[config.mk]
export PLATFORM = sky130hd
export DESIGN_NAME = btn_repeat
export DESIGN_NICKNAME = d
export VERILOG_FILES = /design/src/rtl/btn_repeat_pkg.sv /design/src/rtl/sync_2ff.sv /design/src/rtl/btn_repeat.sv
export SDC_FILE = /design/constraint.sdc
export NUM_CORES = 1
export LEC_CHECK = 0
export ABC_AREA = 1
export BUFFER_PORTS_ARGS = -buffer_cell sky130_fd_sc_hd__buf_2
export CAP_MARGIN = 40
export CORE_ASPECT_RATIO = 0.7
export CORE_MARGIN = 1.5
export CORE_UTILIZATION = 60
export CTS_BUF_LIST = sky130_fd_sc_hd__clkbuf_4
export CTS_CLUSTER_DIAMETER = 40
export CTS_CLUSTER_SIZE = 12
export DETAILED_ROUTE_END_ITERATION = 8
export MAX_ROUTING_LAYER = met4
export PLACE_DENSITY = 0.82
export SYNTH_ARGS = -nofsm -noshare
export SYNTH_HDL_FRONTEND = slang
export SYNTH_SLANG_ARGS = --single-unit
[constraint.sdc]
create_clock -name clk -period 2.45 [get_ports clk]
set_input_delay 0.3675 -clock clk [delete_from_list [all_inputs] [get_ports clk]]
set_output_delay 0.3675 -clock clk [all_outputs]
set_load 0.01 [all_outputs]
[src/rtl/btn_repeat_pkg.sv]
// btn_repeat_pkg: state encoding, default timing constants and a sizing helper
package btn_repeat_pkg;
  typedef enum logic [2:0] {S_IDLE, S_WAIT1, S_HOLD, S_REPEAT, S_WAIT0} state_t;
  localparam int DEF_DB_CNT   = 1_000_000;
  localparam int DEF_HOLD_CNT = 50_000_000;
  localparam int DEF_RPT_CNT  = 10_000_000;
  function automatic int max3(input int a, input int b, input int c);
    int m;
    m = (a > b) ? a : b;
    return (m > c) ? m : c;
  endfunction
endpackage

[src/rtl/sync_2ff.sv]
// sync_2ff: two-flop synchronizer for an asynchronous level, sync active-low reset
module sync_2ff (
  input  logic clk,
  input  logic reset,
  input  logic d,
  output logic q
);
  logic r_s1;
  always_ff @(posedge clk)
    if (!reset) {q, r_s1} <= 2'b00;
    else        {q, r_s1} <= {r_s1, d};
endmodule

[src/rtl/btn_repeat.sv]
// btn_repeat: debounced push-button with press tick, hold delay and auto-repeat ticks
module btn_repeat
  import btn_repeat_pkg::*;
#(
  parameter int DB_CNT   = DEF_DB_CNT,
  parameter int HOLD_CNT = DEF_HOLD_CNT,
  parameter int RPT_CNT  = DEF_RPT_CNT
) (
  input  logic clk,
  input  logic reset,
  input  logic sw,
  output logic db_level,
  output logic press_tick,
  output logic rep_tick
);
  localparam int CNT_MAX = max3(DB_CNT, HOLD_CNT, RPT_CNT);
  localparam int CW      = (CNT_MAX > 1) ? $clog2(CNT_MAX) : 1;
  state_t        r_state, w_next;
  logic [CW-1:0] r_cnt;
  logic          w_s2, w_clr, w_press, w_rep, w_db;
  logic          w_db_done, w_hold_done, w_rpt_done;
  sync_2ff u_sync (.clk(clk), .reset(reset), .d(sw), .q(w_s2));
  assign w_db_done   = r_cnt == CW'(DB_CNT - 1);
  assign w_hold_done = r_cnt == CW'(HOLD_CNT - 1);
  assign w_rpt_done  = r_cnt == CW'(RPT_CNT - 1);
  always_ff @(posedge clk)
    if (!reset) begin
      r_state    <= S_IDLE;
      r_cnt      <= '0;
      db_level   <= 1'b0;
      press_tick <= 1'b0;
      rep_tick   <= 1'b0;
    end else begin
      r_state    <= w_next;
      r_cnt      <= (w_next != r_state || w_clr || r_state == S_IDLE) ? '0 : r_cnt + 1'b1;
      db_level   <= w_db;
      press_tick <= w_press;
      rep_tick   <= w_rep;
    end
  // w_clr marks a repeat period rollover while staying in S_REPEAT
  always_comb begin
    w_next = r_state;
    w_clr  = 1'b0;
    case (r_state)
      S_IDLE:   w_next = w_s2 ? S_WAIT1 : S_IDLE;
      S_WAIT1:  w_next = !w_s2 ? S_IDLE : (w_db_done ? S_HOLD : S_WAIT1);
      S_HOLD:   w_next = !w_s2 ? S_WAIT0 : (w_hold_done ? S_REPEAT : S_HOLD);
      S_REPEAT: begin
        w_next = w_s2 ? S_REPEAT : S_WAIT0;
        w_clr  = w_s2 && w_rpt_done;
      end
      S_WAIT0:  w_next = w_s2 ? S_HOLD : (w_db_done ? S_IDLE : S_WAIT0);
      default:  w_next = S_IDLE;
    endcase
  end
  always_comb begin
    w_press = r_state == S_WAIT1 && w_next == S_HOLD;
    w_rep   = w_press || (r_state == S_HOLD && w_next == S_REPEAT) || w_clr;
    w_db    = w_next == S_HOLD || w_next == S_REPEAT || w_next == S_WAIT0;
  end
endmodule

==> metrics, run 1 <==
initial antenna violation count=0; GP Congestion=0.9828; synthesized netlist cell count=307; post-placement cell area=2110 um2; distinct cell type count after synthesis=25; Die W=73.43 um; main area contributors after synthesis=dfxtp_1, nand2_1, nor2_1, inv_1, xor2_1; Slew HR=68.87%; busiest layer in global routing=met1; Crit path required time=2.72 ns; met2 GRT Util=31.36%; DR vias=1837; leakage=0.7856 nW; number of routed nets with antenna violations=0; grt met1 use=43.51%; layout cells sized above 1=16.88%; Worst Setup End Kind=register; wirelength, routed=4489 um; total power=0.0008734 W; worst hold path type=input port to register; Worst R2R Setup Slack=0.46 ns; first-pass GRT wire length=7617 um; hold buffers post-CTS=0; worst reg2reg path startpoint=r_cnt[0]; status=completed; Setup crit end=r_cnt[21]; Seq cells post-synth=34; f_max=0.5026 GHz; final hold vios=0; PortBufs=5; starting density of the core=64.43%; Area Growth Syn to Fin=3.784%; filler cell count=308; DRC viols=0; CTS max path bufs=2; H-Tree Level Count=2; post-route cell area=2162 um2; met3 Track Usage GR=10.00%; post-DR vias/cell=5.089; WP data arrival=2.26 ns; # IOs=6; Site Rows=17; CTS sink count=34; Final Setup Violations=0; RSZ-0062 raised after global routing=false; number of post-CTS setup repair buffers=0; crit-path max FO=26; worst setup path start=r_cnt[0]; Synth Area per Inst=6.786 um2; Clk Latency, worst-skew pair=0.34 ns; GRT Util Overall=27.85%; Crit Path Category=register to register; Startpoint Class=register; number of cells on the worst reg-to-reg path=11; TritonCTS buffer count=5; Yosys warning count=0; peak supply drop=0.2387 mV; max cap viols=0; grt ovf=0; root buf cell=clkbuf_4; largest net degree at the start of global routing=27; Layout Skew=0.01018 ns; Net Count, Synth=311; setup total negative slack=0 ns; Mapped Area=2083 um2; die area=3840 um2; Tcrit/Tclk final=81.21%; Yosys top cell area share=32.67%; TritonRoute pass-1 iters=5; wire per inst=12.43 um; max-slew violations=0; PD cells=403.9 nW/um2; register area share after synthesis=32.67%; core area=3233 um2; Worst-Margin Slew=0.4669 ns; CTS clk-pin slew, worst paths=0.10 ns; nets@finish=318; min Tclk post-route=1.990 ns; FF-to-FF End=r_cnt[21]; Iter 0 DRT Violations=201; CTS tree=built; # diodes=0; die height=52.30 um; vias in the first global route=1528; post-cts sizing count=0; largest area contributor in the netlist=dfxtp_1; hpwl dp=3571 um
[routing by layer]
metal  wire, um  share of wire [%]
met5          0                  0
met4         74                1.6
met3        516                 11
met2       1586                 35
met1       2312                 52
[critical path, stage by stage (launching register included)]
cell      delay (ns)
dfxtp_1         0.40
ha_1            0.22
nand2_2         0.10
nor2_8          0.13
nand2_1         0.10
clkinv_1        0.08
nand3_2         0.08
nand3_2         0.10
nand2_2         0.08
nand2_2         0.09
nand3_4         0.33
nor2_1          0.19
[area by class of cell]
cell class,instances,area [um2],share of cell area (%)
multi-input combinational,217,1150,53.18
timing repair buffer,6,32.53,1.505
inverter,50,187.7,8.681
clock buffer,7,52.55,2.431
sequential,34,680.7,31.48
tap,47,58.81,2.720
[registers in the layout (all words and copies together), names as in the netlist]
name / count
u_sync.q: 1
rep_tick: 1
r_cnt: 26
press_tick: 1
r_state: 3
db_level: 1
u_sync.r_s1: 1
[worst min-delay path by stage]
stage | from | endpoint | slack, ns | cells after the start
finish | sw | u_sync.r_s1 | 0.21 | 3
detailed placement | u_sync.r_s1 | u_sync.q | 0.40 | 2
floorplan | u_sync.r_s1 | u_sync.q | 0.39 | 2
global route | sw | u_sync.r_s1 | 0.20 | 3
global placement | u_sync.r_s1 | u_sync.q | 0.39 | 2
CTS | sw | u_sync.r_s1 | 0.20 | 3
[metrics by stage]
| step | hold slack [ns] | worst slack, ns | instances | util [%] |
|---|---|---|---|---|
| after floorplan | 0.3900 | 0.7482 | 307 | - |
| after global routing | 0.1997 | 0.2317 | 361 | 66.87 |
| after global placement | 0.3940 | 0.5529 | 354 | 65.25 |
| after CTS | 0.2020 | 0.4291 | 361 | 66.87 |
| final | 0.2083 | 0.4602 | 361 | 66.87 |
| after detailed placement | 0.3962 | 0.4494 | 354 | 65.25 |
[power by group]
group          leakage (nW)  internal, W  switching, W
combinational         0.479   0.00000496     0.0000113
clock                0.0322     0.000130      0.000170
sequential            0.274     0.000554    0.00000221
total                 0.786     0.000690      0.000184
[kinds of logic after synthesis]
kind of cell / after synthesis / share of synthesized area (%)
and+or+nand+nor: 187 / 43.84
AOI/OAI and AO/OA: 8 / 1.922
xor gates and xnor gates: 21 / 8.829
DFF: 34 / 32.67
buffers and inverters: 56 / 12.13
adders and majority gates: 1 / 0.6005
[synthesized netlist by cell type]
cell type,n
nand2_1,54
nor2_1,53
inv_1,45
dfxtp_1,34
nand3_1,24
nor2_2,22
xor2_1,18
nand4_1,10
nor3_1,8
nand2_2,6
inv_2,4
a21oi_1,3
nand3_2,3
nor2_4,3
o21ai_0,3
xnor2_1,3
buf_12,2
buf_2,2
buf_4,2
nor4_1,2
o21ai_1,2
clkinv_1,1
ha_1,1
nand3_4,1
nor2_8,1
[cells in the final DEF, fill, tap and decap left out, drive strengths merged]
cell type,netlist,layout
o21ai,5,5
nand2,60,60
dfxtp,34,34
nand3,28,28
nor3,8,8
xnor2,3,3
clkbuf,0,7
a21oi,3,3
nor2,79,79
nand4,10,10
nor4,2,2
xor2,18,18
clkinv,1,1
buf,6,6
inv,49,49
ha,1,1
No activity file was read; power rests on OpenSTA's default activity.
==> inputs of run 2 (changes only) <==
--- a/config.mk
+++ b/config.mk
@@ -10,13 +10,13 @@
 export CAP_MARGIN = 40
 export CORE_ASPECT_RATIO = 0.7
 export CORE_MARGIN = 1.5
-export CORE_UTILIZATION = 60
+export CORE_UTILIZATION = 58
 export CTS_BUF_LIST = sky130_fd_sc_hd__clkbuf_4
 export CTS_CLUSTER_DIAMETER = 40
 export CTS_CLUSTER_SIZE = 12
 export DETAILED_ROUTE_END_ITERATION = 8
 export MAX_ROUTING_LAYER = met4
-export PLACE_DENSITY = 0.82
+export PLACE_DENSITY = 0.83
 export SYNTH_ARGS = -nofsm -noshare
 export SYNTH_HDL_FRONTEND = slang
 export SYNTH_SLANG_ARGS = --single-unit
==> constraint.sdc (replaced) <==
create_clock -name clk -period 1.8 [get_ports clk]
set_input_delay 0.27 -clock clk [delete_from_list [all_inputs] [get_ports clk]]
set_output_delay 0.27 -clock clk [all_outputs]
set_load 0.01 [all_outputs]
==> run 2 against run 1 <==
Net effect: count of clock-buffer cells in the layout fell by 1; non-clock buffer count rose by 17; final cell count is 5.0% higher; die area rose by 3.3%; first-iteration DRC count rose by 67%; worst setup slack worse by 0.44 ns; highest routed layer unchanged.
==> metrics, run 2 (same netlist as run 1, synthesis figures left out) <==
post-route cell area=2462 um2 (was 2162 um2); Final Setup Violations=0 (unchanged); nets@finish=335 (was 318); PD cells=490.1 nW/um2 (was 403.9 nW/um2); worst reg2reg path startpoint=r_cnt[1] (was r_cnt[0]); CTS clk-pin slew, worst paths=0.10 ns (about the same); number of cells on the worst reg-to-reg path=13 (was 11); GRT Util Overall=28.77% (was 27.85%); worst hold path type=input port to register (unchanged); PortBufs=5 (unchanged); CTS sink count=34 (unchanged); Top cell by count, worst path=nand2_2 (unchanged); GP Congestion=0.9916 (was 0.9828); Tcrit/Tclk final=99.01% (was 81.21%); Worst Hold Path EP=u_sync.r_s1 (unchanged); Layout Skew=0.009942 ns (was 0.01018 ns); RSZ-0062 raised after global routing=true (was false); core area=3276 um2 (was 3233 um2); Crit Path Category=register to register (unchanged); Worst R2R Setup Slack=0.02 ns (was 0.46 ns); grt ovf=0 (unchanged); number of routed nets with antenna violations=0 (unchanged); # IOs=6 (unchanged); starting density of the core=63.60% (was 64.43%); met2 GRT Util=37.95% (was 31.36%); vias in the first global route=1636 (was 1528); Die W=74.63 um (was 73.43 um); busiest layer in global routing=met1 (unchanged); depth of the worst hold-timing path=3 (unchanged); first-pass GRT wire length=7983 um (was 7617 um); hpwl dp=3919 um (was 3571 um); most frequent cells in the layout=nand2_1, nor2_1, inv_1, nor2_2, nand3_1 (was nand2_1, nor2_1, inv_1, dfxtp_1, nand3_1); f_max=0.5611 GHz (was 0.5026 GHz); DR vias=2081 (was 1837); total power=0.001207 W (was 0.0008734 W); CTS tree=built (unchanged); max-slew violations=0 (unchanged); grt met1 use=42.82% (was 43.51%); Worst-Margin Slew=0.3833 ns (was 0.4669 ns); FF-to-FF End=r_cnt[10] (was r_cnt[21]); Worst path max stage delay=0.38 ns (was 0.40 ns); met3 Track Usage GR=7.810% (was 10.00%); filler cell count=268 (was 308); worst setup path start=r_cnt[1] (was r_cnt[0]); root buf cell=clkbuf_4 (unchanged); Iter 0 DRT Violations=336 (was 201); Largest register FFs=26 (unchanged); TritonRoute pass-1 iters=5 (unchanged); # diodes=0 (unchanged); wire per inst=14.62 um (was 12.43 um); CTS max path bufs=2 (unchanged); Crit path required time=2.03 ns (was 2.72 ns); post-DR vias/cell=5.491 (was 5.089); final hold vios=0 (unchanged); min Tclk post-route=1.782 ns (was 1.990 ns); DRC viols=0 (unchanged); Startpoint Class=register (unchanged); post-placement cell area=2210 um2 (was 2110 um2); die height=53.14 um (was 52.30 um); leakage=0.9308 nW (was 0.7856 nW); # placed instances=364 (was 354); WP data arrival=2.02 ns (was 2.26 ns); Clk Latency, worst-skew pair=0.34 ns (about the same); leading cell type in the layout, fill and taps excluded=nand2_1 (unchanged); Largest regs=r_cnt: 26 flops, r_state: 3 flops (unchanged); TritonCTS buffer count=5 (unchanged); die area=3966 um2 (was 3840 um2); largest net degree at the start of global routing=15 (was 27); Site Rows=17 (unchanged); wirelength, routed=5540 um (was 4489 um); crit-path max FO=7 (was 26); max cap viols=0 (unchanged); peak supply drop=0.4371 mV (was 0.2387 mV); Slowest-stage cell, CP=dfxtp_2 (was dfxtp_1); Area Growth Syn to Fin=18.20% (was 3.784%); H-Tree Level Count=2 (unchanged); layout cells sized above 1=30.72% (was 16.88%); Slew HR=74.21% (was 68.87%); critical path, cell by cell=ha_4 > nand2_4 > nor2_8 > nand2_2 > nor2_4 > nand2_1 > nand2_2 > nand3_4 > nand2_2 > nand2_2 > nand3_4 > clkbuf_16 > nor2_4 (was ha_1 > nand2_2 > nor2_8 > nand2_1 > clkinv_1 > nand3_2 > nand3_2 > nand2_2 > nand2_2 > nand3_4 > nor2_1); hold path start=sw (unchanged); Largest Register=r_cnt (unchanged); Final Non-Filler Cells=379 (was 361); status=completed (unchanged); initial antenna violation count=0 (unchanged); Worst Setup End Kind=register (unchanged)
-- run 2: changes by cell type in the layout (fill, tap and decap cells not counted), sizes merged --
| cell | before | now |
|---|---|---|
| buf | 6 | 21 |
| clkbuf | 7 | 8 |
| clkinv | 1 | 2 |
| inv | 49 | 50 |
-- run 2: worst max-delay path by stage --
| stage | to | slack (ns) | cells after the start |
|---|---|---|---|
| after floorplan | r_cnt[10] | 0.1 | 13 |
| after global placement | r_cnt[6] | 0.09 | 13 |
| after detailed placement | r_cnt[4] | 0.02 | 13 |
| after CTS | r_cnt[4] | 0.005 | 13 |
| after global routing | r_cnt[10] | -0.07 | 13 |
| final | r_cnt[10] | 0.02 | 13 |
-- run 2: per-stage QoR --
step | hold WS (ns) | utilization, % | setup slack, ns | TNS (ns)
after floorplan | 0.3635 | - | 0.09817 | 0
after global placement | 0.3964 | 67.46 | 0.09110 | 0
after detailed placement | 0.4077 | 67.46 | 0.01704 | 0
after CTS | 0.09842 | 69.17 | 0.005492 | 0
after global routing | 0.1002 | 75.17 | -0.06601 | -1.279
final | 0.1100 | 75.17 | 0.01780 | 0
-- run 2: layout make-up --
type	instances	area, um2	share of cell area (%)
clock buffers	6	45.04	1.829
clock inverters	2	8.758	0.3557
inverters	50	187.7	7.622
multi-input cells	217	1246	50.61
flip-flops and latches	34	695.7	28.25
well taps	47	58.81	2.388
repair buffers	23	220.2	8.943
-- run 2: what timing repair did --
item / 4_1_cts / 5_1_grt
gates resized for setup: 1 / 40
buffers inserted: 0 / 5
hold buffers: 0 / 0
gates cloned: 0 / 2
endpoints found under the hold margin: 0 / 0
setup endpoints to repair: 3 / 28
pin swaps: 0 / 8
-- run 2: critical path: cells and delay by family, from the launching register on --
| kind | cells | cell delay (ns) |
|---|---|---|
| AND/OR/NAND/NOR | 11 | 0.94 |
| flip-flops | 1 | 0.38 |
| buffers and inverters | 1 | 0.19 |
| adder cells (fa/ha/maj) | 1 | 0.16 |
-- run 2: report_power, final --
part	leakage [nW]	internal (W)	switching, W
registers	0.280	0.000755	0.00000358
logic	0.617	0.0000147	0.0000198
clock network	0.0331	0.000162	0.000253
total	0.931	0.000931	0.000276
-- run 2: routing by layer --
metal,part of all wire [%],up-vias
met2,41,146
met3,12,14
met4,1.2,0
li1,-,992
met5,0,-
met1,45,929
==> inputs of run 3 (changes only) <==
--- a/config.mk
+++ b/config.mk
@@ -8,7 +8,7 @@
 export ABC_AREA = 1
 export BUFFER_PORTS_ARGS = -buffer_cell sky130_fd_sc_hd__buf_2
 export CAP_MARGIN = 40
-export CORE_ASPECT_RATIO = 0.7
+export CORE_ASPECT_RATIO = 0.75
 export CORE_MARGIN = 1.5
 export CORE_UTILIZATION = 58
 export CTS_BUF_LIST = sky130_fd_sc_hd__clkbuf_4
==> run 3 against run 2 <==
Net effect: non-clock buffer count grew 1; clock skew decreased by 0.0042 ns; die area about the same; via count is 0.82% higher; fmax rose by 1.4%; highest routed layer unchanged.
==> metrics, run 3 (same netlist as run 1, synthesis figures left out) <==
wirelength, routed=5528 um (was 5540 um); critical path, cell by cell=nand2_1 > nor3_1 > nand4_1 > nor2_1 > xor2_1 > inv_1 > nor2_1 (was ha_4 > nand2_4 > nor2_8 > nand2_2 > nor2_4 > nand2_1 > nand2_2 > nand3_4 > nand2_2 > nand2_2 > nand3_4 > clkbuf_16 > nor2_4); Site Rows=18 (was 17); Area Growth Syn to Fin=13.69% (was 18.20%); PD cells=511.9 nW/um2 (was 490.1 nW/um2); fin util=70.58% (was 75.17%); post-route cell area=2369 um2 (was 2462 um2); first-pass GRT wire length=8197 um (was 7983 um); final hold vios=0 (unchanged); grt ovf=0 (unchanged); hpwl dp=3949 um (was 3919 um); Worst path max stage delay=0.54 ns (was 0.38 ns); Worst R2R Setup Slack=0.04 ns (was 0.02 ns); initial antenna violation count=0 (unchanged); max-slew violations=0 (unchanged); core area=3356 um2 (was 3276 um2); peak supply drop=0.4392 mV (was 0.4371 mV); Largest Register=r_cnt (unchanged); Worst Hold Path EP=u_sync.r_s1 (unchanged); # IOs=6 (unchanged); starting density of the core=62.08% (was 63.60%); DR vias=2098 (was 2081); Crit path required time=2.09 ns (was 2.03 ns); root buf cell=clkbuf_4 (unchanged); CTS sink count=34 (unchanged); min Tclk post-route=1.758 ns (was 1.782 ns); leakage=0.9099 nW (was 0.9308 nW); TritonCTS buffer count=5 (unchanged); depth of the worst hold-timing path=3 (unchanged); max cap viols=0 (unchanged); leading cell type in the layout, fill and taps excluded=nand2_1 (unchanged); total power=0.001213 W (was 0.001207 W); TritonRoute pass-1 iters=5 (unchanged); PortBufs=5 (unchanged); wire per inst=14.86 um (was 14.62 um); die height=54.90 um (was 53.14 um); WP data arrival=2.05 ns (was 2.02 ns); post-placement cell area=2211 um2 (was 2210 um2); post-DR vias/cell=5.640 (was 5.491); cell family with most CP delay=simple AND/OR/NAND/NOR gates (unchanged); most frequent cells in the layout=nand2_1, nor2_1, inv_1, nor2_2, dfxtp_1 (was nand2_1, nor2_1, inv_1, nor2_2, nand3_1); DRC viols=0 (unchanged); nets@finish=336 (was 335); # diodes=0 (unchanged); hold path start=sw (unchanged); Largest register FFs=26 (unchanged); Largest regs=r_cnt: 26 flops, r_state: 3 flops (unchanged); f_max=0.5687 GHz (was 0.5611 GHz); Worst Setup End Kind=register (unchanged); CTS clk-pin slew, worst paths=0.09 ns (was 0.10 ns); GP Congestion=1.021 (was 0.9916); crit-path max FO=7 (unchanged); die area=3964 um2 (was 3966 um2); Final Setup Violations=0 (unchanged); FF-to-FF End=r_cnt[19] (was r_cnt[10]); Crit Path Category=register to register (unchanged); status=completed (unchanged); worst hold path type=input port to register (unchanged); worst reg2reg path startpoint=r_cnt[11] (was r_cnt[1]); H-Tree Level Count=2 (unchanged); Slew HR=72.62% (was 74.21%); CTS tree=built (unchanged); CTS max path bufs=2 (unchanged); Iter 0 DRT Violations=232 (was 336); Slowest-stage cell, CP=dfxtp_1 (was dfxtp_2); filler cell count=275 (was 268); Startpoint Class=register (unchanged); Worst-Margin Slew=0.4076 ns (was 0.3833 ns); number of routed nets with antenna violations=0 (unchanged); number of cells on the worst reg-to-reg path=7 (was 13); Die W=72.21 um (was 74.63 um); largest net degree at the start of global routing=21 (was 15); layout cells sized above 1=27.11% (was 30.72%); Top cell by count, worst path=nor2_1 (was nand2_2); Buf+Inv Stages, Crit Path=1 (unchanged); vias in the first global route=1758 (was 1636); Clk Latency, worst-skew pair=0.35 ns (was 0.34 ns); GRT Util Overall=29.41% (was 28.77%); Layout Skew=0.005769 ns (was 0.009942 ns); Tcrit/Tclk final=97.69% (was 99.01%)
==> run 3: changes by cell type in the layout (fill, tap and decap cells not counted), sizes merged <==
| cell | before | now |
|---|---|---|
| buf | 21 | 23 |
| clkinv | 2 | 1 |
| inv | 50 | 49 |
==> run 3: where the power goes <==
| part | total [W] | leakage [nW] | switching (W) | internal, W |
|---|---|---|---|---|
| clock | 0.000423 | 0.0322 | 0.000246 | 0.000177 |
| sequential | 0.000758 | 0.278 | 0.00000345 | 0.000755 |
| combinational | 0.0000316 | 0.600 | 0.0000189 | 0.0000127 |
==> run 3: area by class of cell <==
class / count / area [um2] / area share [%]
multi-input cells: 217 / 1184 / 49.97
well taps: 40 / 50.05 / 2.113
clock buffers: 7 / 52.55 / 2.219
inverters: 50 / 187.7 / 7.924
repair buffers: 24 / 205.2 / 8.664
flip-flops and latches: 34 / 689.4 / 29.11
==> run 3: layer usage <==
layer	GRT usage (%)	wire length, um
met1	40.40	2362
met4	11.95	121
met2	40.74	2312
met5	-	0
met3	8.152	732
==> run 3: worst max-delay path by stage <==
stage                      to  cells past startpoint  slack [ns]  startpoint
floorplan           r_cnt[10]                     13         0.1    r_cnt[0]
global placement    r_cnt[19]                     11        0.07    r_cnt[1]
detailed placement  r_cnt[21]                     13       0.008    r_cnt[1]
CTS                 r_cnt[21]                     13        0.02    r_cnt[0]
global route        r_cnt[17]                      9       -0.05    r_cnt[0]
finish              r_cnt[19]                      7        0.04   r_cnt[11]
==> run 3: metrics by stage <==
step / instances / setup slack (ns) / TNS, ns / hold WS [ns]
global route: 372 / -0.04989 / -0.2610 / 0.1368
global placement: 360 / 0.07120 / 0 / 0.3931
detailed placement: 360 / 0.008470 / 0 / 0.3999
CTS: 367 / 0.01981 / 0 / 0.09210
finish: 372 / 0.04163 / 0 / 0.09218
floorplan: 307 / 0.09817 / 0 / 0.3635
==> run 3: timing repair <==
item                                    in CTS  in global routing
pin swaps                                    0                  2
gates cloned                                 0                  2
setup buffers                                0                  3
resized for setup                            2                 20
hold buffers                                 0                  0
endpoints found under the setup margin       2                 26
==> run 3: worst min-delay path, cell delays in order <==
cell and delay [ns]:
buf_2 0.07, nand2_1 0.04, inv_1 0.04
